`config.mk`:
```
export PLATFORM = sky130hd
export DESIGN_NAME = keypad_scanner
export DESIGN_NICKNAME = d
export VERILOG_FILES = /design/src/rtl/keypad_pkg.sv /design/src/rtl/keypad_debounce.sv /design/src/rtl/keypad_scanner.sv
export SDC_FILE = /design/constraint.sdc
export NUM_CORES = 1
export LEC_CHECK = 0
export ABC_AREA = 1
export BUFFER_PORTS_ARGS = -buffer_cell sky130_fd_sc_hd__clkbuf_2
export CORE_ASPECT_RATIO = 1.75
export CORE_UTILIZATION = 57
export DETAILED_ROUTE_END_ITERATION = 6
export PLACE_DENSITY = 0.88
export SLEW_MARGIN = 10
export SYNTH_ARGS = -nofsm -noshare
export SYNTH_HDL_FRONTEND = slang
export SYNTH_SLANG_ARGS = --single-unit
export TNS_END_PERCENT = 1
```
`constraint.sdc`:
```
create_clock -name clk -period 7.27 [get_ports clk]
set_input_delay 0 -clock clk [delete_from_list [all_inputs] [get_ports clk]]
set_output_delay 0 -clock clk [all_outputs]
set_load 0.02 [all_outputs]
```
`src/rtl/keypad_pkg.sv`:
```
// Shared types for the 4x4 keypad scanner: geometry, press-FSM states and
// the single/multi key classifier used on debounced snapshots.
package keypad_pkg;

  localparam int NUM_ROWS = 4;
  localparam int NUM_COLS = 4;
  localparam int NUM_KEYS = NUM_ROWS * NUM_COLS;

  typedef enum logic {
    WAIT_PRESS   = 1'b0,
    WAIT_RELEASE = 1'b1
  } press_st_e;

  typedef enum logic [1:0] {
    OH_NONE,
    OH_SINGLE,
    OH_MULTI
  } oh_kind_e;

  typedef struct packed {
    oh_kind_e   kind;
    logic [3:0] idx;
  } oh_res_t;

  function automatic oh_res_t onehot16(input logic [NUM_KEYS-1:0] v);
    oh_res_t    res;
    logic [4:0] n;
    res.kind = OH_NONE;
    res.idx  = '0;
    n        = '0;
    for (int i = 0; i < NUM_KEYS; i++) begin
      if (v[i]) begin
        n       = n + 5'd1;
        res.idx = 4'(i);
      end
    end
    if (n == 5'd1)     res.kind = OH_SINGLE;
    else if (n > 5'd1) res.kind = OH_MULTI;
    return res;
  endfunction

endpackage

```
`src/rtl/keypad_debounce.sv`:
```
// Assembles per-column row samples into 16-key snapshots and promotes a
// snapshot to "stable" once DEB_SCANS consecutive scans agree.
import keypad_pkg::*;

module keypad_debounce #(
  parameter int DEB_SCANS = 4
) (
  input  logic                clk,
  input  logic                rst_n,
  input  logic                sample_vld,
  input  logic [1:0]          col_idx,
  input  logic [NUM_ROWS-1:0] rows_dn,
  output logic [NUM_KEYS-1:0] stable,
  output logic                stable_upd
);

  localparam logic [3:0] DEB = 4'(DEB_SCANS);

  logic [NUM_ROWS-1:0][NUM_COLS-1:0] snap_q, snap_d, prev_q, stable_q;
  logic [3:0]                        cnt_q, cnt_d;
  logic                              upd_q;

  // snap_d is the snapshot with the current column merged in; at column 3 it is complete.
  always_comb begin
    snap_d = snap_q;
    for (int r = 0; r < NUM_ROWS; r++) snap_d[r][col_idx] = rows_dn[r];
    if (snap_d != prev_q)  cnt_d = 4'd1;
    else if (cnt_q == DEB) cnt_d = cnt_q;
    else                   cnt_d = cnt_q + 4'd1;
  end

  always_ff @(posedge clk or negedge rst_n) begin
    if (!rst_n) begin
      snap_q   <= '0;
      prev_q   <= '0;
      stable_q <= '0;
      cnt_q    <= '0;
      upd_q    <= 1'b0;
    end else begin
      upd_q <= 1'b0;
      if (sample_vld) begin
        snap_q <= snap_d;
        if (col_idx == 2'd3) begin
          prev_q <= snap_d;
          cnt_q  <= cnt_d;
          if (cnt_d == DEB) begin
            stable_q <= snap_d;
            upd_q    <= 1'b1;
          end
        end
      end
    end
  end

  assign stable     = stable_q;
  assign stable_upd = upd_q;

endmodule

```
`src/rtl/keypad_scanner.sv`:
```
// 4x4 keypad scanner: column strobe, row synchronizer, debounce, and a
// press FSM that turns clean single-key presses into valid/ready key codes.
import keypad_pkg::*;

module keypad_scanner #(
  parameter int NUMSVAR   = 16,
  parameter int DEB_SCANS = 4
) (
  input  logic                clk,
  input  logic                rst_n,
  input  logic [NUM_ROWS-1:0] row,
  output logic [NUM_COLS-1:0] col,
  output logic [3:0]          key,
  output logic                key_valid,
  input  logic                key_ready,
  output logic                pressed,
  output logic                overrun
);

  localparam logic [NUMSVAR-1:0] S_ONE = NUMSVAR'(1);

  logic [NUMSVAR-1:0]  s_q;
  logic [1:0]          col_idx_q;
  logic [NUM_ROWS-1:0] row_s1_q, row_s2_q;
  logic                tick;
  logic [NUM_KEYS-1:0] stable;
  logic                stable_upd;

  press_st_e  state_q, state_d;
  logic [3:0] key_q, key_d;
  logic       key_valid_q, key_valid_d;
  logic       overrun_q, overrun_d;
  logic       evt, hs;
  oh_res_t    oh;

  assign tick = &s_q;
  assign col  = ~(4'b0001 << col_idx_q);

  // Sync flops reset to all-ones so nothing looks pressed before the first real sample.
  always_ff @(posedge clk or negedge rst_n) begin
    if (!rst_n) begin
      s_q       <= '0;
      col_idx_q <= '0;
      row_s1_q  <= '1;
      row_s2_q  <= '1;
    end else begin
      s_q      <= s_q + S_ONE;
      row_s1_q <= row;
      row_s2_q <= row_s1_q;
      if (tick) col_idx_q <= col_idx_q + 2'd1;
    end
  end

  keypad_debounce #(.DEB_SCANS(DEB_SCANS)) u_deb (
    .clk        (clk),
    .rst_n      (rst_n),
    .sample_vld (tick),
    .col_idx    (col_idx_q),
    .rows_dn    (~row_s2_q),
    .stable     (stable),
    .stable_upd (stable_upd)
  );

  always_comb begin
    oh          = onehot16(stable);
    hs          = key_valid_q & key_ready;
    evt         = 1'b0;
    state_d     = state_q;
    key_d       = key_q;
    key_valid_d = key_valid_q;
    overrun_d   = overrun_q;
    if (stable_upd) begin
      case (state_q)
        WAIT_PRESS: begin
          if (oh.kind == OH_SINGLE) begin
            evt     = 1'b1;
            state_d = WAIT_RELEASE;
          end else if (oh.kind == OH_MULTI) begin
            state_d = WAIT_RELEASE;
          end
        end
        default: if (stable == '0) state_d = WAIT_PRESS;
      endcase
    end
    // A handshake in the same cycle frees the slot, so the new code wins over overrun.
    if (evt && (!key_valid_q || hs)) begin
      key_d       = oh.idx;
      key_valid_d = 1'b1;
      if (hs) overrun_d = 1'b0;
    end else if (evt) begin
      overrun_d = 1'b1;
    end else if (hs) begin
      key_valid_d = 1'b0;
      overrun_d   = 1'b0;
    end
  end

  always_ff @(posedge clk or negedge rst_n) begin
    if (!rst_n) begin
      state_q     <= WAIT_PRESS;
      key_q       <= '0;
      key_valid_q <= 1'b0;
      overrun_q   <= 1'b0;
    end else begin
      state_q     <= state_d;
      key_q       <= key_d;
      key_valid_q <= key_valid_d;
      overrun_q   <= overrun_d;
    end
  end

  assign key       = key_q;
  assign key_valid = key_valid_q;
  assign overrun   = overrun_q;
  assign pressed   = (stable != '0);

endmodule

```
# After elaboration in Yosys (flattened, before gate mapping)
# Cells that the tools add are included.
# totals
mem_bits_ro	0
ff_bits	86
ram_bits	0
word_cells	123
inputBits	7
memories	0
output_inout_bits	11
latch_bits	0
# op_classes
n_shift	1
eq_ne	8
n_addsub	18
magnitude_cmp	3
n_bitwise	3
div_mod_pow	0
multipliers	0
n_mux	57
reduce_logical	11
# op_table
cell	count
$add A5 B1 Y5 const B	15
$mux W5	15
$mux W4	16
$mux W1	19
$reduce_and A18 Y1	1
$reduce_and A17 Y1	1
$add A16 B1 Y16 const B	1
$bwmux W4	4
$logic_not A16 Y1	1
$ne A16 B16 Y1	1
$reduce_and A16 Y1	1
$reduce_bool A16 Y1	1
$eq A4 B3 Y1 const B	2
$not A4 Y4	2
$eq A5 B1 Y1 const B	1
$gt A5 B1 Y1 const B	1
$add A4 B1 Y4 const B	1
$eq A2 B2 Y1 const B	2
$mux W2	2
$shl A1 B2 Y4 const A	1
$lt A2 B3 Y1 const B	1
$add A2 B1 Y2 const B	1
$demux W1 S2	1
$eq A2 B1 Y1 const B	1
other kinds (8)	9

# Logic depth before layout (Yosys ltp)
# Gate-level depths: netlist of the first run.
# logic_depth
depth_word	41
depth_mapped	54
ltp_nobuf	54

# Modules after synthesis
# From an unflattened synthesis of the first run, not the netlist that was laid out.
# hier_totals
cells_unflattened	904
hier_area_um2	6268.5
# by_module_without_submodules
mod	cells_per_inst	area_each_um2	n_inst
keypad_scanner	495	3276.9	1
keypad_debounce	409	2991.6	1

# Least setup slack after synthesis of the first run
# Ideal clock, no wire load.
# synth_timing
path_kind	reg2reg
start	register u_deb.stable_q (netlist bit u_deb.stable[0])
end	register key_q[0], in the netlist key[0]
n_path_buf	0
path_slack_ns	-0.089
arrival_time_ns	7.242
setup_time_ns	0.117
required_ns	7.153
stages_incl_launch_ff	55
path_cell_list	dfrtp_1 -> inv_1 -> ha_1 -> inv_2 -> nand2_2 -> nand2_1 -> inv_1 -> ha_1 -> nand2_1 -> nand2_1 -> ha_1 -> or2_1 -> nand2_1 -> inv_1 -> ha_1 -> nand2_1 -> nand2_1 -> ha_1 -> (+19 left out) -> nand2_1 -> ha_1 -> or2_2 -> nand2_1 -> inv_1 -> ha_1 -> nand2_1 -> nand2_1 -> ha_1 -> nand2_1 -> nor2_2 -> inv_1 -> a21oi_2 -> nand2_1 -> nor2_1 -> nand4_1 -> nand2_1 -> nand2_1
# synth_between
elab_chain_cells	39
elab_cells_between_ends	40
cone_classes	add/sub (15); order compare (1); eq/ne (2); mux (21); reduce/logical (1)
# synth_lines
item	line	text
from (decl)	keypad_debounce.sv:19	logic [NUM_ROWS-1:0][NUM_COLS-1:0] snap_q, snap_d, prev_q, stable_q;
from (signal assigned)	keypad_debounce.sv:47	stable_q <= snap_d;
$mux W1 *	keypad_pkg.sv:32	if (v[i]) begin
$add A5 B1 Y5	keypad_pkg.sv:33	n = n + 5'd1;
$mux W5 *	keypad_pkg.sv:32	
$add A5 B1 Y5	keypad_pkg.sv:33	
$mux W5 *	keypad_pkg.sv:32	
$add A5 B1 Y5	keypad_pkg.sv:33	
$mux W5 *	keypad_pkg.sv:32	
$add A5 B1 Y5	keypad_pkg.sv:33	
(+23 left out)	n/a	
$gt A5 B1 Y1	keypad_pkg.sv:38	else if (n > 5'd1) res.kind = OH_MULTI;
$mux W2	keypad_pkg.sv:38	
$mux W2 *	keypad_pkg.sv:37	if (n == 5'd1) res.kind = OH_SINGLE;
$eq A2 B1 Y1 *	keypad_scanner.sv:75	if (oh.kind == OH_SINGLE) begin
$mux W1 *	keypad_scanner.sv:75	
$mux W1 *	keypad_scanner.sv:73	case (state_q)
$mux W1 *	keypad_scanner.sv:72	if (stable_upd) begin
$logic_and A1 B1 Y1 *	keypad_scanner.sv:86	if (evt && (!key_valid_q || hs)) begin
to (signal assigned)	keypad_scanner.sv:106	key_q <= key_d;
to (decl)	keypad_scanner.sv:30	logic [3:0] key_q, key_d;
# Every way passes the cells marked *; elsewhere a longest branch is shown, timed or not.
# A chain may end at the register's enable or synchronous reset.

# Worst setup path after layout of the first run
# layout_timing
start	register u_deb.stable_q (netlist bit u_deb.stable[1])
end	register key_q[0], in the netlist key[0]
# layout_between
elab_chain_cells	37
elab_cells_between_ends	53
cone_classes	add/sub (14); order compare (1); eq/ne (2); mux (35); reduce/logical (1)
# layout_lines
item	line
$mux W5	keypad_pkg.sv:32
$add A5 B1 Y5	keypad_pkg.sv:33
$mux W5	keypad_pkg.sv:32
$add A5 B1 Y5	keypad_pkg.sv:33
$mux W5	keypad_pkg.sv:32
$add A5 B1 Y5	keypad_pkg.sv:33
$mux W5	keypad_pkg.sv:32
$add A5 B1 Y5	keypad_pkg.sv:33
(+21 left out)	n/a
$gt A5 B1 Y1	keypad_pkg.sv:38
$mux W2	keypad_pkg.sv:38
$mux W2	keypad_pkg.sv:37
$eq A2 B1 Y1	keypad_scanner.sv:75
$mux W1	keypad_scanner.sv:75
$mux W1	keypad_scanner.sv:73
$mux W1	keypad_scanner.sv:72
$logic_and A1 B1 Y1	keypad_scanner.sv:86
# Parallel ways exist; a longest one is shown, timed or not.

==> impl_metrics.py, run 1 <==
metrics = {
    "global_routing": {
        "grt_max_degree": 87,
        "grt_use_total_pct": 30.4,
        "antenna_found_initial": 0,
        "gr-total-overflow": 0,
        "grt_pass1_vias": 5598,
        "grt_pass1_wl_um": 24800,
    },
    "drt": {
        "first_pass_iters": 7,
        "postRouteAntennaNets": 0,
        "vias_per_cell": 5.77,
        "vias": 5612,
        "routedWlPerCell_um": 16.6,
        "wirelength_um": 16100,
        "drcViolationCount": 0,
        "drt_iter0_drc": 529,
    },
    "critical_path": {
        "crit_required_ns": 7.48,
        "cp.arrival_ns": 7.57,
        "worst_path_largest_cell_delay_ns": 0.38,
        "worst_path_max_delay_cell": "dfrtp_1",
        "crit_type": "flop to flop",
        "end_kind": "flop",
        "cp_max_fo": 4,
        "cp_common_cell": "nand2_4",
        "crit_path_start_kind": "flop",
    },
    "yosys": {
        "netlist_instances": 745,
        "synth_cell_type_count": 39,
        "ys_seq_area_share_pct": 39.2,
        "synth-edff-count": 0,
        "yosysWarnings": 0,
        "synth_seq_cells": 86,
        "synth_ff_type": "dfrtp_1",
        "synth-async-reset-ratio_pct": 100,
        "synth.avg_cell_area_um2": 7.41,
        "synth_area_um2": 5520,
        "syn_nets": 775,
    },
    "status": {
        "outcome": "finished with violations",
        "violations": "negative setup slack",
    },
    "layout": {
        "drive_gt1_share_pct": 32.9,
        "regArea_um2": 2160,
        "fin_cells": 972,
        "layout.nets": 875,
        "fin_area_um2": 7290,
        "multi_input_area_um2": 3510,
        "syn2layout_area_growth_pct": 32.1,
        "diodes": 0,
        "fill_cells": 527,
        "utilization_pct": 77.5,
    },
    "power": {
        "power.density_nw_per_um2": 135,
        "ir_drop_mv": 0.212,
        "p_leak_nw": 3.88,
    },
    "floorplanning": {
        "die_w_um": 76.4,
        "die_y_um": 132,
        "fp-row-count": 47,
        "die-area_um2": 10100,
        "core_um2": 9410,
        "io_pins": 18,
        "start_util_pct": 58.7,
    },
    "sta": {
        "fin_crit_ns": 7.36,
        "rsz0062_at_grt": "true",
        "finalSetupTns_ns": -0.205,
        "finalHoldViolCount": 0,
        "finalSetupViolCount": 5,
        "max_slew_margin_pct": 29.5,
        "layout_setup_ws_ns": -0.0889,
        "slew_viol_final": 0,
        "fin_worst_skew_ns": 0.00957,
        "fin_crit_sh_pct": 101,
        "tightest_slew_ns": 1.06,
        "timing.fmax_ghz": 0.136,
    },
    "clocking": {
        "tritoncts": "done",
        "clkSinkCount": 86,
        "cts_root_buf": "clkbuf_16",
        "htreeDepth": 3,
        "numCtsBuffers": 9,
        "clk_latency_ns": 0.34,
        "clockBufferDepth": 2,
        "clkTransAtPathRegs_ns": 0.06,
    },
    "placed_design": {
        "gp_congestion": 0.780,
        "placedCellCount": 884,
        "hpwlAfterDp_um": 8350,
        "io_buffers": 17,
        "place_area_um2": 5820,
    },
    "job": {
        "maxCapViolations": 0,
    },
    "min_path": {
        "hold_path_class": "input pin to flop",
    },
}
-- state kept, by name, summed over array words and instances (netlist names), 4 cells and up --
signal,flops
s_q,16
u_deb.prev_q,16
u_deb.snap_q,16
u_deb.stable,16
key,4
row_s1_q,4
row_s2_q,4
u_deb.cnt_q,4
-- where the power goes --
part | internal [mW] | switching (mW)
Combinational | 0.00567 | 0.0144
Clock | 0.304 | 0.176
Sequential | 0.483 | 0.00204
-- cells in the mapped netlist (2+ instances only) --
library cell | count | share of area [%]
nand3_1 | 43 | 3.9
inv_2 | 12 | 0.82
clkinv_1 | 3 | 0.20
nor3_1 | 5 | 0.45
inv_1 | 85 | 5.8
or4_1 | 2 | 0.27
dfrtp_1 | 78 | 35
nand4_1 | 10 | 1.1
a21oi_1 | 11 | 1.0
o21ai_0 | 76 | 6.9
nand3_4 | 2 | 0.63
nand3b_1 | 9 | 1.2
ha_1 | 23 | 5.2
xnor2_1 | 16 | 2.5
or2_2 | 4 | 0.45
nand3_2 | 13 | 2.4
nand2_4 | 2 | 0.41
o21ai_2 | 2 | 0.32
nor2_1 | 33 | 2.2
a21boi_1 | 2 | 0.27
nor4_1 | 3 | 0.34
clkbuf_1 | 13 | 0.88
dfstp_2 | 8 | 3.8
xor2_1 | 13 | 2.1
nand2_1 | 230 | 16
nand2_2 | 34 | 3.9
-- layout make-up --
type,instances,share of cell area [%]
clock inverter,2,0.515
clock buffer,14,3.89
timing repair buffer,104,10.6
inverter,100,5.18
tap,122,2.09
sequential,86,29.6
multi-input combinational,544,48.1
-- placed cells by master (no fill, tap or decap), drive strengths merged, types with 16 or more instances in the layout --
cell type and count:
buf 82, clkbuf 30, dfrtp 78, ha 23, inv 97, nand2 266, nand3 58, nor2 35
o21ai 78, xnor2 16
-- logic make-up after synthesis --
group	synth area share, %
adders and majority gates	5.21
AOI/OAI and AO/OA	9.34
DFF	39.2
and+or+nand+nor	33.8
buffers and inverters	7.91
xor gates and xnor gates	4.60
-- critical path, delay by kind of cell, from the launching register on --
family          cells  cell delay (ns)
compound gates      1             0.14
fa+ha+maj          13             3.07
buf+inv             7             0.54
flops               1             0.38
simple gates       33             3.08
-- metrics by stage --
step	power, mW	setup WS, ns	hold slack [ns]
after floorplan	0.499	0.00579	-0.296
after global placement	0.511	-0.0906	0.0876
after detailed placement	0.511	-0.482	0.0897
after CTS	0.988	0.0128	0.290
after global routing	1.01	-0.315	0.297
final	0.986	-0.0889	0.301
-- metal layers --
layer	routed length [µm]	track usage (%)	vias to the layer above	share of wire (%)
met2	8530	55.2	269	53
li1	-	-	2575	-
met5	0	0	-	0
met4	802	17.8	0	5.0
met1	5990	32.7	2682	37
met3	778	4.84	86	4.8
-- final timing paths --
kind	startpoint	endpoint	slack, ns	cells after the start
worst max-delay path	u_deb.stable[1]	key[0]	-0.09	54
worst min-delay path	row[2]	row_s1_q[2]	0.30	2
worst max register to register	u_deb.stable[1]	key[0]	-0.09	54
worst min register to register	row_s1_q[0]	row_s2_q[0]	0.36	0
max in group asynchronous	rst_n	u_deb.prev_q[5]	6.19	2
min in group asynchronous	rst_n	s_q[11]	0.36	2
-- repair_timing --
item	4_1_cts	5_1_grt
hold endpoints to repair	83	0
pin swaps	52	78
hold buffers	6	0
gates resized for setup	54	79
buffers inserted	77	5
endpoints found under the setup margin	7	7
(Power assumes the default switching activity.)
==> run 2: changes to the inputs <==
ABC_AREA = not set   (was 1)
CORE_UTILIZATION = 59   (was 57)
CTS_BUF_LIST = sky130_fd_sc_hd__clkbuf_4   (was not set)
CTS_CLUSTER_DIAMETER = 30   (was not set)
PLACE_DENSITY = 0.9   (was 0.88)
==> run 2 against run 1 <==
The flow still finishes with violations (negative setup slack). Non-clock buffer count decreased by 23. Clock power decreased by 46%. Critical path depth decreased by 9. Critical path type unchanged. Register-to-register slack got worse by 1.5 ns. First-iteration DRC count decreased by 57%. Sequential share of layout area increased by 3.6 points. Final cell count decreased by 20%. Clock-buffer cell count decreased by 3. Synthesized cell count decreased by 22%. Total power decreased by 23%. Worst setup slack got worse by 1.5 ns. Sequential power about the same. Critical endpoint unchanged.
==> impl_metrics.py, run 2 <==
metrics = {
    "status": {
        "outcome": "finished with violations",
        "violations": "negative setup slack",
    },
    "power": {
        "total_power_mw": 0.763,
        "p_leak_nw": 3.05,
        "p_sw_share_pct": 21.7,
        "seqPwrFrac_pct": 63.5,
        "power.density_nw_per_um2": 117,
        "pwr-share-clk_pct": 34.1,
        "power_switching_mw": 0.165,
        "ir_drop_mv": 0.174,
        "combPwrFrac_pct": 2.4,
        "p_int_mw": 0.597,
    },
    "critical_path": {
        "end_kind": "flop",
        "crit_path_start_kind": "flop",
        "crit_required_ns": 7.60,
        "worst_path_max_delay_cell": "dfrtp_1",
        "cp_common_cell": "ha_4",
        "cp_max_fo": 4,
        "cp.arrival_ns": 9.19,
        "worst_path_largest_cell_delay_ns": 0.43,
        "crit_type": "flop to flop",
    },
    "yosys": {
        "synth.avg_cell_area_um2": 9.28,
        "ys_seq_area_share_pct": 39.9,
        "synthTopCellsByCount": "92 x nand2_1, 78 x dfrtp_1, 58 x o21ai_0",
        "synth_cell_type_count": 65,
        "syn_nets": 613,
        "synth-async-reset-ratio_pct": 100,
        "synth_area_um2": 5410,
        "synth_ff_type": "dfrtp_1",
        "synth_top_area_share_pct": 36.1,
        "yosysWarnings": 0,
        "netlist_instances": 583,
        "synth_seq_cells": 86,
        "synthTopCellsByArea": "dfrtp_1 36%, xnor2_1 7.4%, nand2_1 6.4%",
        "synth.most_common_cell": "nand2_1",
        "yosysTopAreaCell": "dfrtp_1",
        "synth-edff-count": 0,
    },
    "floorplanning": {
        "fp-row-count": 45,
        "die_y_um": 129,
        "core_um2": 8780,
        "die-area_um2": 9580,
        "die_w_um": 74.4,
        "start_util_pct": 61.6,
        "io_pins": 18,
    },
    "clocking": {
        "clk_latency_ns": 0.44,
        "tritoncts": "done",
        "numCtsBuffers": 9,
        "clockBufferDepth": 2,
        "clkTransAtPathRegs_ns": 0.12,
        "cts_root_buf": "clkbuf_4",
        "clkSinkCount": 86,
        "htreeDepth": 3,
    },
    "placed_design": {
        "gp_congestion": 0.831,
        "placedCellCount": 734,
        "io_buffers": 17,
        "hpwlAfterDp_um": 8670,
    },
    "layout": {
        "mostFrequentLayoutCells": "89 x nand2_1, 78 x dfrtp_1, 57 x o21ai_0, 57 x buf_4, 45 x xnor2_1",
        "drive_gt1_share_pct": 24.8,
        "fin_cells": 773,
        "final_common_cell": "nand2_1",
        "layout.nets": 681,
        "syn2layout_area_growth_pct": 20.1,
        "diodes": 0,
    },
    "drt": {
        "drcViolationCount": 0,
        "routedWlPerCell_um": 16.9,
        "wirelength_um": 13100,
        "drt_iter0_drc": 230,
        "postRouteAntennaNets": 0,
        "vias_per_cell": 5.97,
        "vias": 4615,
        "first_pass_iters": 5,
    },
    "global_routing": {
        "grt_max_degree": 87,
        "antenna_found_initial": 0,
        "gr-total-overflow": 0,
        "grt_pass1_vias": 4576,
        "grt_pass1_wl_um": 20500,
        "grt_use_total_pct": 27.9,
    },
    "sta": {
        "rsz0062_at_grt": "true",
        "max_slew_margin_pct": 31.5,
        "fin_crit_ns": 8.86,
        "tightest_slew_ns": 1.03,
        "layout_setup_ws_ns": -1.59,
        "fin_crit_sh_pct": 122,
        "finalSetupViolCount": 7,
        "timing.fmax_ghz": 0.113,
        "finalHoldViolCount": 0,
        "whs_ns": 0.183,
        "finalSetupTns_ns": -10.42,
        "fin_worst_skew_ns": 0.0177,
        "slew_viol_final": 0,
    },
    "min_path": {
        "hold_path_class": "input pin to flop",
    },
    "job": {
        "maxCapViolations": 0,
    },
}
## run 2: cell types whose count changed after synthesis, sizes merged, moves of 8 or more
cell,change
xnor2,+32
nand2b,+10
nand3,-40
mux2,+8
and3,+8
xor2,+11
o21ai,-20
nand2,-174
a21oi,+10
mux2i,+20
nor2,-10
inv,-69
## run 2: power by group through the flow
stage          Sequential, mW  Combinational (mW)  Clock [mW]
6_report                0.484              0.0185       0.260
5_1_grt                 0.485              0.0212       0.286
4_1_cts                 0.484              0.0188       0.266
3_5_place_dp            0.493              0.0162           0
3_3_place_gp            0.493              0.0157           0
2_1_floorplan           0.493             0.00407           0
## run 2: final timing paths
check | startpoint | endpoint | slack [ns] | cells after the start
min in group asynchronous | rst_n | u_deb.cnt_q[0] | 0.26 | 2
worst min register to register | row_s1_q[0] | row_s2_q[0] | 0.36 | 0
worst min-delay path | row[2] | row_s1_q[2] | 0.18 | 2
worst max-delay path | u_deb.stable[1] | key[0] | -1.59 | 45
worst max register to register | u_deb.stable[1] | key[0] | -1.59 | 45
max in group asynchronous | rst_n | u_deb.snap_q[3] | 6.33 | 2
## run 2: cells by family after synthesis
family                   after synthesis  share of synthesized area (%)
AO/OA/AOI/OAI                        116                           12.8
XOR/XNOR                              78                           15.0
adder cells (fa/ha/maj)               23                           5.32
buffers and inverters                 54                           4.02
flip-flops                            86                           39.9
multiplexers                          28                           5.36
AND/OR/NAND/NOR                      198                           17.6
## run 2: per-stage QoR
stage	utilization, %	instance area [µm²]	worst slack, ns
after floorplan	-	5480	-1.29
after global placement	67.4	5920	-1.16
after detailed placement	67.4	5920	-1.62
after CTS	71.5	6280	-1.45
after global routing	74.0	6500	-1.89
final	74.0	6500	-1.59
## run 2: routing by layer
metal	share of wire (%)	wire length, µm	vias to the layer above	global-route usage, %
li1	-	-	2146	-
met1	37	4890	2258	31.0
met2	55	7180	150	49.7
met3	2.7	358	61	3.21
met4	5.1	671	0	16.1
met5	0	0	-	0
## run 2: layout make-up
class / count / area [µm²]
Multi-Input combinational cell: 443 / 3360
Fill cell: 581 / 2280
Sequential cell: 86 / 2160
Timing Repair Buffer: 81 / 591
Tap cell: 117 / 146
Inverter: 30 / 113
Clock buffer: 11 / 82.6
Clock inverter: 5 / 50.0
## run 2: timing repair
item | CTS | global route
endpoints found under the setup margin | 7 | 7
hold endpoints to repair | 84 | 0
hold buffers | 6 | 0
buffers inserted | 7 | 11
pin swaps | 12 | 28
gates resized for setup | 18 | 25
cloned | 0 | 0
## run 2: worst max-delay path, delay by kind of cell (launching register included)
kind | cells | cell delay, ns
XOR/XNOR | 2 | 0.33
AO/OA/AOI/OAI | 10 | 1.60
flip-flops | 1 | 0.43
AND/OR/NAND/NOR | 13 | 1.40
multiplexers | 4 | 1.05
adder cells (fa/ha/maj) | 14 | 3.74
buffers and inverters | 2 | 0.20
==> run 3: changes to the inputs <==
CORE_UTILIZATION = 30   (was 59)
PLACE_DENSITY = 0.57   (was 0.9)
==> run 3 against run 2 <==
The flow still finishes with violations (negative setup slack). Sequential cell count stayed put. Critical path depth is 1 higher. Clock-buffer cell count is 1 lower. Clock skew is 0.0035 ns lower. Total power is 1.6% higher. Sequential share of layout area hardly changed. Critical endpoint unchanged.
==> impl_metrics.py, run 3 (synthesis gave the netlist of run 2 again) <==
metrics = {
    "global_routing": {
        "grt_pass1_vias": 4394,
        "grt_max_degree": 81,
        "grt_pass1_wl_um": 20500,
        "antenna_found_initial": 1,
        "gr-total-overflow": 0,
        "grt_use_total_pct": 13.6,
    },
    "placed_design": {
        "place_area_um2": 6100,
        "gp_congestion": 0.815,
        "hpwlAfterDp_um": 9330,
        "io_buffers": 17,
    },
    "power": {
        "power_switching_mw": 0.179,
        "combPwrFrac_pct": 2.6,
        "pwr-share-clk_pct": 34.9,
        "p_sw_share_pct": 23.1,
        "seqPwrFrac_pct": 62.5,
        "total_power_mw": 0.775,
        "p_int_mw": 0.596,
        "ir_drop_mv": 0.0829,
        "power.density_nw_per_um2": 119,
        "p_leak_nw": 3.00,
    },
    "layout": {
        "mostFrequentLayoutCells": "90 x nand2_1, 78 x dfrtp_1, 57 x o21ai_0, 52 x buf_4, 46 x xnor2_1",
        "drive_gt1_share_pct": 22.3,
        "syn2layout_area_growth_pct": 20.0,
        "fin_area_um2": 6490,
        "final_common_cell": "nand2_1",
        "layout.nets": 675,
    },
    "clocking": {
        "cts_root_buf": "clkbuf_4",
        "clockBufferDepth": 2,
        "clkSinkCount": 86,
        "clk_latency_ns": 0.44,
        "htreeDepth": 3,
        "tritoncts": "done",
        "clkTransAtPathRegs_ns": 0.13,
        "numCtsBuffers": 9,
    },
    "drt": {
        "wirelength_um": 12100,
        "routedWlPerCell_um": 13.7,
        "maxUsedRoutingLayer": "met4",
        "route.met2.wl_um": 6860,
        "vias_per_cell": 4.76,
        "first_pass_iters": 4,
        "drt_iter0_drc": 112,
        "postRouteAntennaNets": 0,
        "vias": 4197,
        "met1_length_um": 4580,
        "drcViolationCount": 0,
        "wl_met3_um": 225,
    },
    "critical_path": {
        "cp_max_fo": 4,
        "worst_path_largest_cell_delay_ns": 0.42,
        "cp.arrival_ns": 9.00,
        "end_kind": "flop",
        "cp_common_cell": "ha_1",
        "worst_path_max_delay_cell": "dfrtp_1",
        "crit_required_ns": 7.61,
        "crit_type": "flop to flop",
        "crit_path_start_kind": "flop",
    },
    "sta": {
        "finalSetupViolCount": 7,
        "rsz0062_at_grt": "true",
        "fin_crit_sh_pct": 119,
        "layout_setup_ws_ns": -1.39,
        "finalHoldViolCount": 0,
        "fin_worst_skew_ns": 0.0141,
        "tightest_slew_ns": 1.03,
        "fin_crit_ns": 8.66,
        "slew_viol_final": 0,
        "max_slew_margin_pct": 30.7,
        "timing.fmax_ghz": 0.115,
    },
    "floorplanning": {
        "start_util_pct": 30.9,
        "die_y_um": 180,
        "fp-row-count": 64,
        "io_pins": 18,
        "die_w_um": 104,
        "die-area_um2": 18600,
        "core_um2": 17500,
    },
    "job": {
        "maxCapViolations": 0,
    },
    "status": {
        "violations": "negative setup slack",
        "outcome": "finished with violations",
    },
    "min_path": {
        "hold_path_class": "input pin to async pin",
    },
}
-- run 3: cell type report --
cell class,instances,area [µm²]
diodes,1,2.50
clock buffers,10,75.1
clock inverters,6,62.6
fillers,1766,11000
inverters,30,113
multi-input cells,443,3250
flip-flops and latches,86,2160
well taps,231,289
repair buffers,75,541
-- run 3: worst max-delay path: cells and delay by family, from the launching register on --
kind,cells,cell delay (ns)
muxes,4,1.08
adders and majority gates,14,3.60
buffers and inverters,2,0.22
AOI/OAI and AO/OA,10,1.52
xor gates and xnor gates,1,0.15
and+or+nand+nor,15,1.55
DFF,1,0.42
-- run 3: timing repair --
item | in CTS | in global routing
gates resized for setup | 9 | 16
hold buffers | 7 | 0
pin swaps | 3 | 16
endpoints found under the setup margin | 7 | 7
buffers inserted | 2 | 3
cloned | 0 | 0
endpoints found under the hold margin | 86 | 0
-- run 3: metal layers --
metal  vias up  track usage (%)
li1       2125                -
met1      2006             13.4
met2        45             26.8
met3        21             2.03
met4         0             6.96
met5         -                0
-- run 3: power by group through the flow --
stage	Sequential [mW]	Clock (mW)	Combinational, mW
final	0.484	0.271	0.0198
after global routing	0.485	0.301	0.0230
after CTS	0.485	0.284	0.0209
after detailed placement	0.493	0	0.0180
after global placement	0.493	0	0.0177
after floorplan	0.493	0	0.00407
-- run 3: path summary, 6_finish.rpt --
check                                 from     endpoint  slack [ns]  cells after the start
max reg2reg                u_deb.stable[0]       key[0]       -1.39                     46
max                        u_deb.stable[0]       key[0]       -1.39                     46
min                                  rst_n  row_s2_q[0]        0.04                      2
min reg2reg                    row_s1_q[0]  row_s2_q[0]        0.36                      0
min in group clk                    row[2]  row_s1_q[2]        0.18                      2
max in group asynchronous            rst_n       s_q[1]        6.24                      3
-- run 3: stage by stage --
step	util, %	hold WS [ns]	worst slack (ns)	TNS, ns	std cells
after floorplan	-	-0.296	-1.29	-7.80	583
after global placement	34.8	-0.183	-1.27	-8.25	853
after detailed placement	34.8	-0.186	-1.48	-9.76	853
after CTS	36.4	0.0159	-1.44	-9.28	878
after global routing	37.0	0.0397	-1.82	-11.98	882
final	37.0	0.0395	-1.39	-8.98	882
